### config.mk
export PLATFORM = sky130hd
export DESIGN_NAME = tap_ctrl_param
export DESIGN_NICKNAME = d
export VERILOG_FILES = /design/src/rtl/tap_ctrl_param.sv
export SDC_FILE = /design/constraint.sdc
export NUM_CORES = 1
export LEC_CHECK = 0
export CORE_MARGIN = 2
export CORE_UTILIZATION = 45
export CTS_BUF_LIST = sky130_fd_sc_hd__clkbuf_8
export CTS_CLUSTER_SIZE = 30
export DETAILED_ROUTE_END_ITERATION = 16
export HOLD_SLACK_MARGIN = 0.12
export PLACE_DENSITY = 0.9
export SYNTH_ARGS = -nofsm -noshare
export SYNTH_HDL_FRONTEND = slang
export SYNTH_SLANG_ARGS = --single-unit
export TNS_END_PERCENT = 5
### constraint.sdc
create_clock -name GCLK_Pad -period 1.9 [get_ports GCLK_Pad]
set_clock_uncertainty 0.2 [all_clocks]
set_input_delay 0.19 -clock GCLK_Pad [delete_from_list [all_inputs] [get_ports GCLK_Pad]]
set_output_delay 0.19 -clock GCLK_Pad [all_outputs]
set_load 0.1 [all_outputs]
### src/rtl/tap_ctrl_param.sv
// Parametrised 1149.1 TAP controller: IR, BYPASS and USER data registers.
// Define TAP_IDCODE_EN to add the 32-bit IDCODE register and reset opcode.
module tap_ctrl_param #(
  parameter int          IR_WIDTH      = 4,
  parameter int          NUM_USER_DR   = 2,
  parameter int          USER_DR_WIDTH = 8,
  parameter logic [31:0] IDCODE_VAL    = 32'h1000_0001
) (
  input  logic                     GCLK_Pad,
  input  logic                     TRST_Pad,
  input  logic                     TMS_Pad,
  input  logic                     TDI_Pad,
  output logic                     TDO_Pad,
  output logic                     tdo_en,
  output logic [3:0]               state_obs_Pad,
  output logic [IR_WIDTH-1:0]      ir_out,
  input  logic [NUM_USER_DR*USER_DR_WIDTH-1:0] usr_capture_in,
  output logic [NUM_USER_DR*USER_DR_WIDTH-1:0] usr_update_out,
  output logic [NUM_USER_DR-1:0]   usr_update_stb
);

  localparam int W  = USER_DR_WIDTH;
  localparam int DW = NUM_USER_DR * W;
  localparam int UW = (NUM_USER_DR > 1) ? $clog2(NUM_USER_DR) : 1;

`ifdef TAP_IDCODE_EN
  localparam logic [IR_WIDTH-1:0] OP_IDCODE = IR_WIDTH'(1);
  localparam logic [IR_WIDTH-1:0] OP_RESET  = OP_IDCODE;
`else
  localparam logic [IR_WIDTH-1:0] OP_RESET  = '1;
`endif
  localparam logic [IR_WIDTH-1:0] IR_CAPTURE = IR_WIDTH'(1);

  if (IDCODE_VAL[0] != 1'b1 || IR_WIDTH < 2) begin : g_bad_cfg
    $error("tap_ctrl_param: IDCODE_VAL[0] must be 1, IR_WIDTH >= 2");
  end

  typedef enum logic [3:0] {
    TLR    = 4'hF,
    RTI    = 4'hC,
    SEL_DR = 4'h7,
    CAP_DR = 4'h6,
    SH_DR  = 4'h2,
    EX1_DR = 4'h1,
    PAU_DR = 4'h3,
    EX2_DR = 4'h0,
    UPD_DR = 4'h5,
    SEL_IR = 4'h4,
    CAP_IR = 4'hE,
    SH_IR  = 4'hA,
    EX1_IR = 4'h9,
    PAU_IR = 4'hB,
    EX2_IR = 4'h8,
    UPD_IR = 4'hD
  } state_t;

  state_t                state_q, state_d;
  logic                  tdo_en_q, tdo_en_d;
  logic [IR_WIDTH-1:0]   ir_q, ir_d;
  logic [IR_WIDTH-1:0]   ir_sh_q, ir_sh_d;
  logic                  bp_q, bp_d;
  logic [W-1:0]          us_q, us_d;
  logic [DW-1:0]         upd_q, upd_d;
  logic [NUM_USER_DR-1:0] stb_q, stb_d;
`ifdef TAP_IDCODE_EN
  logic [31:0]           id_q, id_d;
  logic                  sel_id;
`endif

  logic                  sel_user;
  logic [UW-1:0]         user_idx;

  always_comb begin
    sel_user = 1'b0;
    user_idx = '0;
    for (int k = 0; k < NUM_USER_DR; k++) begin
      if (ir_q == IR_WIDTH'(k + 2)) begin
        sel_user = 1'b1;
        user_idx = UW'(k);
      end
    end
  end

`ifdef TAP_IDCODE_EN
  assign sel_id = (ir_q == OP_IDCODE);
`endif

  always_comb begin
    state_d = state_q;
    unique case (state_q)
      TLR:    state_d = TMS_Pad ? TLR    : RTI;
      RTI:    state_d = TMS_Pad ? SEL_DR : RTI;
      SEL_DR: state_d = TMS_Pad ? SEL_IR : CAP_DR;
      CAP_DR: state_d = TMS_Pad ? EX1_DR : SH_DR;
      SH_DR:  state_d = TMS_Pad ? EX1_DR : SH_DR;
      EX1_DR: state_d = TMS_Pad ? UPD_DR : PAU_DR;
      PAU_DR: state_d = TMS_Pad ? EX2_DR : PAU_DR;
      EX2_DR: state_d = TMS_Pad ? UPD_DR : SH_DR;
      UPD_DR: state_d = TMS_Pad ? SEL_DR : RTI;
      SEL_IR: state_d = TMS_Pad ? TLR    : CAP_IR;
      CAP_IR: state_d = TMS_Pad ? EX1_IR : SH_IR;
      SH_IR:  state_d = TMS_Pad ? EX1_IR : SH_IR;
      EX1_IR: state_d = TMS_Pad ? UPD_IR : PAU_IR;
      PAU_IR: state_d = TMS_Pad ? EX2_IR : PAU_IR;
      EX2_IR: state_d = TMS_Pad ? UPD_IR : SH_IR;
      UPD_IR: state_d = TMS_Pad ? SEL_DR : RTI;
    endcase
    tdo_en_d = (state_d == SH_DR) || (state_d == SH_IR);
  end

  always_comb begin
    ir_d    = ir_q;
    ir_sh_d = ir_sh_q;
    bp_d    = bp_q;
    us_d    = us_q;
    upd_d   = upd_q;
    stb_d   = '0;
`ifdef TAP_IDCODE_EN
    id_d    = id_q;
`endif
    unique case (state_q)
      TLR: ir_d = OP_RESET;
      CAP_IR: ir_sh_d = IR_CAPTURE;
      SH_IR: begin
        ir_sh_d = ir_sh_q >> 1;
        ir_sh_d[IR_WIDTH-1] = TDI_Pad;
      end
      UPD_IR: ir_d = ir_sh_q;
      CAP_DR: begin
        if (sel_user) begin
          for (int k = 0; k < NUM_USER_DR; k++) begin
            if (user_idx == UW'(k)) us_d = usr_capture_in[k*W +: W];
          end
        end
`ifdef TAP_IDCODE_EN
        else if (sel_id) id_d = IDCODE_VAL;
`endif
        else bp_d = 1'b0;
      end
      SH_DR: begin
        if (sel_user) begin
          us_d = us_q >> 1;
          us_d[W-1] = TDI_Pad;
        end
`ifdef TAP_IDCODE_EN
        else if (sel_id) id_d = {TDI_Pad, id_q[31:1]};
`endif
        else bp_d = TDI_Pad;
      end
      UPD_DR: begin
        for (int k = 0; k < NUM_USER_DR; k++) begin
          if (sel_user && user_idx == UW'(k)) begin
            upd_d[k*W +: W] = us_q;
            stb_d[k] = 1'b1;
          end
        end
      end
      default: ;
    endcase
  end

  // Only the serial path is combinational so TDO follows each shift edge.
  always_comb begin
    TDO_Pad = 1'b0;
    if (state_q == SH_IR) begin
      TDO_Pad = ir_sh_q[0];
    end else if (state_q == SH_DR) begin
      if (sel_user) TDO_Pad = us_q[0];
`ifdef TAP_IDCODE_EN
      else if (sel_id) TDO_Pad = id_q[0];
`endif
      else TDO_Pad = bp_q;
    end
  end

  always_ff @(posedge GCLK_Pad or posedge TRST_Pad) begin
    if (TRST_Pad) begin
      state_q  <= TLR;
      tdo_en_q <= 1'b0;
      ir_q     <= OP_RESET;
      ir_sh_q  <= '0;
      bp_q     <= 1'b0;
      us_q     <= '0;
      upd_q    <= '0;
      stb_q    <= '0;
`ifdef TAP_IDCODE_EN
      id_q     <= '0;
`endif
    end else begin
      state_q  <= state_d;
      tdo_en_q <= tdo_en_d;
      ir_q     <= ir_d;
      ir_sh_q  <= ir_sh_d;
      bp_q     <= bp_d;
      us_q     <= us_d;
      upd_q    <= upd_d;
      stb_q    <= stb_d;
`ifdef TAP_IDCODE_EN
      id_q     <= id_d;
`endif
    end
  end

  assign state_obs_Pad  = state_q;
  assign tdo_en         = tdo_en_q;
  assign ir_out         = ir_q;
  assign usr_update_out = upd_q;
  assign usr_update_stb = stb_q;

endmodule

==> results.toml, run 1 <==
[run_status]
status = "finished, violations left"
failed_checks = "setup timing"

[synth]
seq_area_frac_synth = 0.552
yosys_warnings = 0
synth.distinct_cells = 34
netlist_instances = 156
ys_seq_elements = 40
async_reset_ff_frac = 1.00
synth_edf_count = 0
syn_area_mm2 = 0.00183
synth_top_flop_cell = "dfrtp_1"
syn_avg_cell_area_um2 = 11.8
synthesis.nets = 176

[hold_path]
min-delay-start = "usr_update_out[14]$_DFFE_PP0P_"
hold_path_depth = 1
hold_path_class = "flop to flop"

[floorplan]
fp-row-count = 23
start_util = 0.462
die_h_um = 67.8
die_area_mm2 = 0.00460
design.core.area_mm2 = 0.00397
die_w_um = 67.8
ioPinCount = 48

[clock_tree]
clk-insertion-delay-late_ns = 0.31
cts.path.max_buffers = 2
path_clk_slew_ns = 0.07
cts_tree = "done"
root_buffer = "clkbuf_8"
clock_sinks = 40
cts_setup_buffers = 0
cts_made_buffers = 5
h-tree-depth = 2

[drt]
routed_wl_mm = 4.54
routed_via_density = 5.53
remaining_drc_errors = 0
drt_pass1_iterations = 4
avgRoutedWirePerCell_um = 16.8
ant_nets = 0
dr_total_vias = 1493
drtIter0Drc = 90

[timing]
max-slew-margin-rel = 0.473
max_freq_mhz = 395
worst_pin_slew_ns = 0.786
hold_viol_final = 0
maxSlewViolCount = 0
period_minus_slack_ns = 2.53
setup_tns_ns = -3.27
setup_ws_ns = -0.629
rsz0062_at_grt = "yes"
min_period_over_period = 1.33
setup-violations-final = 25

[critical_path]
worstSetupStartpointType = "flop"
critPathRequiredTime_ns = 1.51
critical_path_buf_inv_count = 1
worst_setup_path_end_kind = "primary output"
path_cells = "or3b_4, mux2i_1, a2111oi_4, buf_12"
cp.depth = 4
r2r_slack_ns = -0.21
max_stage_delay_ns = 0.62
worst_r2r_endpoint = "usr_update_out[2]$_DFFE_PP0P_"
reg2regPathDepth = 4
worstReg2RegStart = "ir_out[1]$_DFFE_PP1P_"
startpoint = "ir_out[1]$_DFFE_PP1P_"
crit_slowest_cell = "dfstp_4"
path_max_fanout = 4
crit_family = "flip-flops"
path_class = "flop to primary output"
setup.worst_path.end = "TDO_Pad"
arrival_ns = 2.14

[grt]
grt-ovfl-total = 0
grt_pass1_wl_mm = 7.16
grt_pass1_vias = 1479
grt_start_max_net_pins = 41
grtUsageTotal = 0.218
grt_antenna_before_repair = 0

[final_layout]
fillCellCount = 251
final_cells = 270
layout-drive-gt1-share = 0.486
register_area_mm2 = 0.00101
syn_to_final_growth_pct = 51.2
fin_area_mm2 = 0.00277
n_antenna_cell = 0
nets = 239
multiInputGateArea_um2 = 805

[placed_design]
dp_cells = 261
dp.final_hpwl_mm = 2.91
place_congestion = 0.852
placed_area_mm2 = 0.00258
port_buffers = 47

[flow_run]
cap_violations = 0
[flip-flops by register name (all words and copies together) (netlist names)]
signal,cells
us_q,8
usr_update_out,16
state_obs_Pad,4
usr_update_stb,2
bp_q,1
tdo_en,1
ir_out,4
ir_sh_q,4
[per-stage QoR]
stage / hold slack, ns / util / setup WS [ns]
floorplan: 0.0494 / - / -1.03
global placement: 0.290 / 0.650 / -0.231
detailed placement: 0.300 / 0.650 / -0.258
CTS: 0.318 / 0.686 / -0.602
global route: 0.336 / 0.698 / -0.678
finish: 0.314 / 0.698 / -0.629
[metal layers]
metal	track usage	routed length, um	vias up
met5	0	0	-
met4	0.128	144	0
met3	0.0378	292	14
met2	0.362	2340	70
met1	0.267	1760	735
li1	-	-	674
[cell type report]
cell class	instances	area share
Inverter	3	0.00406
Sequential cell	40	0.366
Multi-Input combinational cell	103	0.290
Clock inverter	2	0.0140
Timing Repair Buffer	66	0.273
Clock buffer	6	0.0298
Tap cell	50	0.0226
[synth_stat cells (2+ instances only)]
cell / number / share of area
nand2b_1: 3 / 0.010
dfrtp_1: 32 / 0.44
clkbuf_1: 3 / 0.0061
o21ai_1: 4 / 0.011
nand3_1: 2 / 0.0055
dfstp_2: 8 / 0.11
buf_6: 2 / 0.012
buf_2: 4 / 0.011
o22ai_1: 6 / 0.020
nor2_1: 12 / 0.025
nand2_1: 16 / 0.033
nor3b_1: 2 / 0.0082
mux2_2: 25 / 0.15
o21ai_0: 8 / 0.022
inv_1: 3 / 0.0061
nand2_2: 3 / 0.010
mux2i_1: 3 / 0.016
nor3_1: 2 / 0.0055
o21ai_2: 3 / 0.014
[cells in the final DEF, fill, tap and decap left out, drive strengths merged]
cell type      instances
nor2                  12
o22ai                  6
dfrtp                 32
dfstp                  8
a21o                   1
nor3                   2
and4bb                 1
nand3                  2
clkbuf                 6
a2111oi                1
a22o                   1
mux2                  25
dlygate4sd3            1
or2                    1
o221ai                 1
a22oi                  1
inv                    3
nor2b                  1
nand2b                 4
clkinv                 1
a211oi                 1
or3b                   1
nand4                  1
bufinv                 1
o21ai                 15
mux2i                  3
or3                    1
nor3b                  2
buf                   46
a21boi                 1
clkdlybuf4s50         19
nand2                 19
[worst register-to-register path, cell delays in order, from the launching register on]
cell	delay, ns
dfstp_4	0.62
or3b_4	0.41
nor3b_1	0.19
buf_4	0.22
mux2_2	0.36
[cells by family (layout without fill, tap and decap cells)]
group	Yosys count	count (layout)	share of synthesized area
AOI/OAI and AO/OA	28	28	0.101
DFF	40	40	0.552
buffers and inverters	13	77	0.0464
and+or+nand+nor	47	47	0.131
muxes	28	28	0.170
[timing repair]
item                       4_1_cts  5_1_grt
gates cloned                     0        0
hold endpoints to repair        13        0
pin swaps                        2        0
hold buffers                     1        0
gates resized for setup          3        8
setup endpoints to repair       25       26
[worst min-delay path by stage]
stage                                     endpoint  slack, ns
floorplan               state_obs_Pad[3]$_DFF_PP1_       0.05
global placement     usr_update_out[9]$_DFFE_PP0P_       0.29
detailed placement                bp_q$_DFFE_PP0P_       0.30
CTS                 usr_update_out[11]$_DFFE_PP0P_       0.32
global route         usr_update_out[4]$_DFFE_PP0P_       0.34
finish              usr_update_out[14]$_DFFE_PP0P_       0.31
Power of run 1 is not shown: default switching activity piles up to over one toggle a cycle in this logic, so the estimate is an artifact.
==> run 2, diff against run 1 <==
CORE_UTILIZATION = 50   (was 45)
GPL_TIMING_DRIVEN = 1   (was unset)
PLACE_DENSITY = 0.94   (was 0.9)
clock period = 2.9 ns   (was 1.9 ns; I/O delays follow)
==> results.toml, run 2 (same netlist as run 1, synthesis figures left out) <==
[run_status]
status = "complete, no violations"

[placed_design]
port_buffers = 47
place_congestion = 0.780
dp_cells = 242
dp.final_hpwl_mm = 2.68

[final_layout]
fillCellCount = 250
final_cells = 250
final_cell_mix = "dfrtp_1 (32), buf_4 (30), mux2_2 (25)"
largest_reg_flops = 16
nets = 223
syn_to_final_growth_pct = 30.0
layout-drive-gt1-share = 0.407
n_antenna_cell = 0
register_area_mm2 = 0.00101
mostFrequentLayoutCell = "dfrtp_1"
multiInputGateArea_um2 = 756

[critical_path]
arrival_ns = 2.06
path_class = "flop to primary output"
critPathRequiredTime_ns = 2.41
r2r_slack_ns = 0.62
path_max_fanout = 4
worst_setup_path_end_kind = "primary output"
worstReg2RegStart = "ir_out[1]$_DFFE_PP1P_"
worstSetupStartpointType = "flop"
reg2regPathDepth = 4
worst_r2r_endpoint = "us_q[2]$_DFFE_PP0P_"

[clock_tree]
cts_setup_buffers = 0
clock_sinks = 40
clk-insertion-delay-late_ns = 0.28
h-tree-depth = 2
post_cts_resized = 0
hold_buffers = 0
cts_made_buffers = 5
path_clk_slew_ns = 0.07
cts.path.max_buffers = 2
cts_tree = "done"
root_buffer = "clkbuf_8"

[hold_path]
hold_path_class = "input port to asynchronous set/reset pin"

[drt]
ant_nets = 0
remaining_drc_errors = 0
drt_pass1_iterations = 4
routed_via_density = 5.34
avgRoutedWirePerCell_um = 15.1
routed_wl_mm = 3.78
drtIter0Drc = 41
dr_total_vias = 1336

[floorplan]
ioPinCount = 48
fp-row-count = 21
start_util = 0.537
die_area_mm2 = 0.00417
design.core.area_mm2 = 0.00342
die_h_um = 64.5
die_w_um = 64.5

[grt]
grtUsageTotal = 0.205
grt_pass1_wl_mm = 6.44
grt_start_max_net_pins = 41
busiest_layer = "met2"
grt_antenna_before_repair = 0
grt-ovfl-total = 0
use_met1 = 0.258
grt_pass1_vias = 1360
use_met2 = 0.342
use_met3 = 0.0521

[timing]
setup-violations-final = 0
max-slew-margin-rel = 0.557
rsz0062_at_grt = "no"
min_period_over_period = 0.878
max_freq_mhz = 393
hold_viol_final = 0
period_minus_slack_ns = 2.55
maxSlewViolCount = 0
worst_pin_slew_ns = 0.664

[flow_run]
cap_violations = 0
## run 2: layout make-up
type,count,area share
flip-flops and latches,40,0.426
multi-input cells,103,0.317
repair buffers,50,0.183
clock buffers,5,0.0289
well taps,46,0.0242
clock inverters,3,0.0163
inverters,3,0.00473
## run 2: per-stage QoR
step	setup WS, ns	setup TNS, ns	hold slack [ns]	util	area [um^2]
after CTS	0.337	0	0.243	0.697	2380
after detailed placement	0.645	0	0.296	0.666	2270
after global routing	0.295	0	0.283	0.697	2380
final	0.355	0	0.221	0.697	2380
after floorplan	-0.128	-0.128	0.149	-	1860
after global placement	0.661	0	0.291	0.666	2270
## run 2: routing by layer
layer	up-vias	part of all wire	routed length (um)
li1	644	-	-
met1	652	0.42	1580
met2	31	0.52	1970
met3	9	0.030	115
met4	0	0.028	104
met5	-	0	0
## run 2: worst max path at each step
stage	startpoint	endpoint	slack, ns	depth (start not counted)
floorplan	ir_out[1]$_DFFE_PP1P_	TDO_Pad	-0.13	3
global placement	ir_out[1]$_DFFE_PP1P_	TDO_Pad	0.66	4
detailed placement	ir_out[1]$_DFFE_PP1P_	us_q[2]$_DFFE_PP0P_	0.64	4
CTS	ir_out[1]$_DFFE_PP1P_	TDO_Pad	0.34	4
global route	ir_out[1]$_DFFE_PP1P_	TDO_Pad	0.29	4
finish	ir_out[1]$_DFFE_PP1P_	TDO_Pad	0.35	4
## run 2: worst max-delay path: stages, from the launching register on
cell	delay [ns]
dfstp_4	0.62
or3b_4	0.40
mux2i_1	0.17
a2111oi_4	0.36
buf_12	0.22
Power of run 2 is left out for the same reason.
